==> src/rtl/psum_pkg.sv <==
// psum_pkg: shared defaults and command decode
// for the circular partial-sum buffer.
package psum_pkg;

  localparam int DATA_WIDTH = 25;
  localparam int ADDR_WIDTH = 3;
  localparam int DEPTH      = 8;

  typedef enum logic [1:0] {
    CMD_NONE,
    CMD_INIT,
    CMD_DRAIN,
    CMD_ACC
  } cmd_e;

  // init beats drain beats accumulate
  function automatic cmd_e cmd_decode(
    input logic init,
    input logic wz,
    input logic vd
  );
    cmd_e c;
    priority case (1'b1)
      init:    c = CMD_INIT;
      wz:      c = CMD_DRAIN;
      vd:      c = CMD_ACC;
      default: c = CMD_NONE;
    endcase
    return c;
  endfunction

endpackage

==> src/rtl/psum_add5.sv <==
// psum_add5: head plus four PE products,
// wrapping modulo 2**data_width.
module psum_add5 #(
  parameter int data_width = 25
) (
  input  logic signed [data_width-1:0] head_i,
  input  logic signed [data_width-1:0] pe0_i,
  input  logic signed [data_width-1:0] pe1_i,
  input  logic signed [data_width-1:0] pe2_i,
  input  logic signed [data_width-1:0] pe3_i,
  output logic signed [data_width-1:0] sum_o
);

  // Same-width add gives two's-complement wrap.
  assign sum_o = head_i + pe0_i + pe1_i
               + pe2_i + pe3_i;

endmodule

==> src/rtl/psum_buffer.sv <==
// psum_buffer: always-full circular buffer of
// partial sums with init / drain / accumulate.
module psum_buffer
  import psum_pkg::*;
#(
  parameter int data_width = DATA_WIDTH,
  parameter int addr_width = ADDR_WIDTH,
  parameter int depth      = DEPTH
) (
  input  logic                         clk,
  input  logic                         rst,
  input  logic                         p_valid_data,
  input  logic                         p_write_zero,
  input  logic                         p_init,
  input  logic signed [data_width-1:0] pe0_data,
  input  logic signed [data_width-1:0] pe1_data,
  input  logic signed [data_width-1:0] pe2_data,
  input  logic signed [data_width-1:0] pe3_data,
  output logic signed [data_width-1:0] fifo_out,
  output logic                         valid_fifo_out
);

  logic signed [data_width-1:0] mem_q [depth];
  logic [addr_width-1:0] ptr_q, ptr_d;
  logic signed [data_width-1:0] head;
  logic signed [data_width-1:0] sum;
  logic signed [data_width-1:0] head_d;
  cmd_e cmd;

  assign cmd  = cmd_decode(p_init, p_write_zero,
                           p_valid_data);
  assign head = mem_q[ptr_q];

  psum_add5 #(
    .data_width(data_width)
  ) u_add5 (
    .head_i(head),
    .pe0_i (pe0_data),
    .pe1_i (pe1_data),
    .pe2_i (pe2_data),
    .pe3_i (pe3_data),
    .sum_o (sum)
  );

  always_comb begin
    head_d = head;
    ptr_d  = ptr_q;
    unique case (cmd)
      CMD_INIT, CMD_DRAIN: begin
        head_d = '0;
        ptr_d  = ptr_q + 1'b1;
      end
      CMD_ACC: begin
        head_d = sum;
        ptr_d  = ptr_q + 1'b1;
      end
      default: ;
    endcase
  end

  // Rewriting the head and stepping moves it to the tail.
  always_ff @(posedge clk) begin
    if (rst) begin
      ptr_q <= '0;
      for (int i = 0; i < depth; i++)
        mem_q[i] <= '0;
    end else if (cmd != CMD_NONE) begin
      mem_q[ptr_q] <= head_d;
      ptr_q        <= ptr_d;
    end
  end

  assign fifo_out       = head;
  assign valid_fifo_out = p_write_zero & ~p_init & ~rst;

endmodule

==> config.mk <==
export PLATFORM = sky130hd
export DESIGN_NAME = psum_buffer
export DESIGN_NICKNAME = d
export VERILOG_FILES = /design/src/rtl/psum_pkg.sv /design/src/rtl/psum_add5.sv /design/src/rtl/psum_buffer.sv
export SDC_FILE = /design/constraint.sdc
export NUM_CORES = 1
export LEC_CHECK = 0
export ABC_AREA = 1
export BUFFER_PORTS_ARGS = -buffer_cell sky130_fd_sc_hd__buf_2
export CAP_MARGIN = 5
export CORE_ASPECT_RATIO = 1.75
export CORE_UTILIZATION = 40
export CTS_BUF_LIST = sky130_fd_sc_hd__clkbuf_2 sky130_fd_sc_hd__clkbuf_4 sky130_fd_sc_hd__clkbuf_8
export CTS_CLUSTER_DIAMETER = 60
export DETAILED_ROUTE_END_ITERATION = 12
export PLACE_DENSITY = 0.61
export SYNTH_ARGS = -nofsm -noshare
export SYNTH_HDL_FRONTEND = slang
export SYNTH_HIERARCHICAL = 1
export SYNTH_SLANG_ARGS = --single-unit
==> constraint.sdc <==
create_clock -name clk -period 6 [get_ports clk]
set_input_delay 0.6 -clock clk [delete_from_list [all_inputs] [get_ports clk]]
set_output_delay 0.6 -clock clk [all_outputs]
set_load 0.02 [all_outputs]
==> impl_metrics.toml <==
[outcome]
status = "finished clean"

[cts]
postCtsSetupBuffers = 0
cts_resized = 0
cts_made_buffers = 27
cts-root-buf = "clkbuf_8"
clock_latency_ns = 0.59
tritoncts = "done"
clockBufferDepth = 3
clock-sinks = 206
path_clk_slew_ns = 0.07
htreeDepth = 1
hold_buffers = 0

[drt]
drt-total-wl_um = 42400
firstDrtPassIters = 5
drt-initial-drc-count = 727
post_drt_wl_per_cell_um = 18.1
ant_nets = 0
vias = 12000
post-route-drc-count = 0
viasPerCell = 5.11

[sta]
fin_skew_ns = 0.0250
rsz0062_at_grt = "no"
fmax_mhz = 182
slew_violations = 0
max_slew_margin = 0.317
finalWorstSetupSlack_ns = 0.516
setup_viol = 0
period_minus_slack_ns = 5.48
final_hold_viol_count = 0
finalSetupTns_ns = 0
finalCritPeriodShare = 0.914
max_slew.worst_pin.slew_ns = 1.02

[logic_synthesis]
synth_cell_types = 34
synth_cells = 1747
synth_area_leaders = "edfxtp_1, nand2_1, inv_1"
synth_edf_count = 200
ys_ff_latch = 206
synth_flop_cell = "edfxtp_1"
syn_nets = 1949
async_flop_share = 0
syn_area_sq_mm = 0.0144
ys_seq_area_frac = 0.424
yosysTopAreaCell = "edfxtp_1"
yosysTopAreaCellShare = 0.416
ys_warn_count = 6
syn_avg_cell_area_sq_um = 8.27

[worst_setup_path]
reg2reg_slack_ns = 0.52
crit_path_start_kind = "register"
rr_worst_depth = 23
cp_top_family = "simple AND/OR/NAND/NOR gates"
reg2reg_to = "mem_q[0][19]$_SDFFCE_PN0P_"
critical_path_depth = 23
crit_buf_inv = 5
critPathRequiredTime_ns = 6.38
crit_path_end_kind = "register"
critPathMostFrequentCell = "nand2_1"
worst-endpoint-arrival_ns = 5.87
path_cells = "buf_12, nand2_1, nand2_1, nand2_1, nand3_1, and2_1, inv_1, fa_1, inv_1, fa_1, inv_1, fa_1, inv_1, ha_1, nand2_1, nor2_2, and2_1, nand4_1, nand3_1, nand2_1, nand2_1, nand2_1, a21oi_1"
crit_type = "register to register"
path_max_fanout = 100
slowest_stage = "fa_1"
cpPeakStageDelay_ns = 0.54

[power_and_ir_drop]
p_leak_nw = 7.61
irDropWorstVdd_uv = 265
power_density_mw_per_mm2 = 418

[final_layout]
final-seq-area_sq_mm = 0.00613
multi_input_area_sq_mm = 0.00634
fin_cells = 2343
final_area_sq_mm = 0.0161
nFillCells = 3478
area_growth_pct = 11.2
drive_gt1_frac = 0.145
nets = 2059

[grt]
grt_pass1_vias = 12000
gr-total-overflow = 0
antenna_found_initial = 1
grt_usage = 0.231
grt_pass1_wl_um = 64500
grt_max_degree = 101

[job]
maxCapViolCount = 0

[place]
dp_cells = 2293
dp.final_hpwl_um = 27900
pre_cts_ws_ns = 0.635
finalWeightedCongestion = 0.963
post_dp_cell_area_sq_mm = 0.0155
port_buffers = 130

[floorplanning]
core_area_sq_mm = 0.0354
initial_utilization = 0.408
rows = 91
pin_count = 131
die_h_um = 253
die_area_sq_mm = 0.0369
die_width_um = 146

[min_path]
hold_depth = 2
holdCritStartpoint = "rst"
min_path_type = "input port to register"
[per-layer routing]
layer	GRT usage	vias to the layer above	routed length, um
met5	0	-	0
met3	0.0218	129	2360
li1	-	5681	-
met4	0.135	0	2260
met1	0.243	5707	15000
met2	0.445	447	22700
[layout by cell type (no fill, tap or decap), drive strengths merged]
cell / instances
a21oi: 222
and2: 27
buf: 140
bufinv: 4
clkbuf: 30
clkinv: 14
clkinvlp: 2
dfxtp: 6
diode: 1
edfxtp: 200
fa: 71
ha: 26
inv: 431
nand2: 457
nand3: 175
nand3b: 2
nand4: 10
nor2: 31
nor3: 2
nor3b: 2
o21ai: 4
o21bai: 3
or2: 2
xnor2: 4
xor2: 12
[layout make-up]
cell class                      instances  area share
Timing Repair Buffer                  140      0.0498
Clock inverter                         19      0.0121
Antenna cell                            1    0.000156
Multi-Input combinational cell       1050       0.395
Tap cell                              465      0.0362
Inverter                              432       0.101
Clock buffer                           30      0.0245
Sequential cell                       206       0.381
[power by group]
part	switching, W	leakage (nW)	total, W	internal [W]
sequential	0.0000232	2.13	0.00170	0.00167
clock	0.000551	0.304	0.00117	0.000616
combinational	0.00268	5.18	0.00386	0.00118
[state kept, by name (all words and copies together), names as in the netlist, named ones only]
signal and count:
mem_q 200, ptr_q 3
[cell families (layout without fill, tap and decap cells)]
kind of cell	after synthesis	after routing	share of synthesized area
buffers and inverters	491	621	0.139
adders and majority gates	97	97	0.121
DFF	206	206	0.424
other	0	1	0
xor gates and xnor gates	16	16	0.00970
and+or+nand+nor	708	708	0.226
AOI/OAI and AO/OA	229	229	0.0804
[metrics by stage]
stage	utilization	hold WS, ns	total power (W)
2_1_floorplan	-	0.481	0.00437
3_3_place_gp	0.437	0.507	0.00551
3_5_place_dp	0.437	0.516	0.00554
4_1_cts	0.454	0.205	0.00670
5_1_grt	0.454	0.247	0.00718
6_report	0.454	0.254	0.00672
[worst max-delay path by stage]
stage	from	endpoint	slack, ns
6_report	register	mem_q[0][19]$_SDFFCE_PN0P_	0.52
5_1_grt	register	mem_q[5][21]$_SDFFCE_PN0P_	0.22
4_1_cts	register	mem_q[2][21]$_SDFFCE_PN0P_	0.57
3_5_place_dp	register	mem_q[0][21]$_SDFFCE_PN0P_	0.64
3_3_place_gp	register	mem_q[3][21]$_SDFFCE_PN0P_	0.69
2_1_floorplan	register	mem_q[0][13]$_SDFFCE_PN0P_	1.56
[synth_stat cells, types with 7 or more instances]
master and number:
nand2_1 437, inv_1 422, a21oi_1 220, edfxtp_1 200, nand3_1 143, fa_1 71, nand3_2 32, and2_1 27
ha_1 26, buf_2 25, nor2_1 21, nand2_2 20, buf_4 14, xor2_1 12, clkbuf_1 10, nand4_1 10
inv_2 9, buf_6 7
Power figures use the tool's default switching activity.
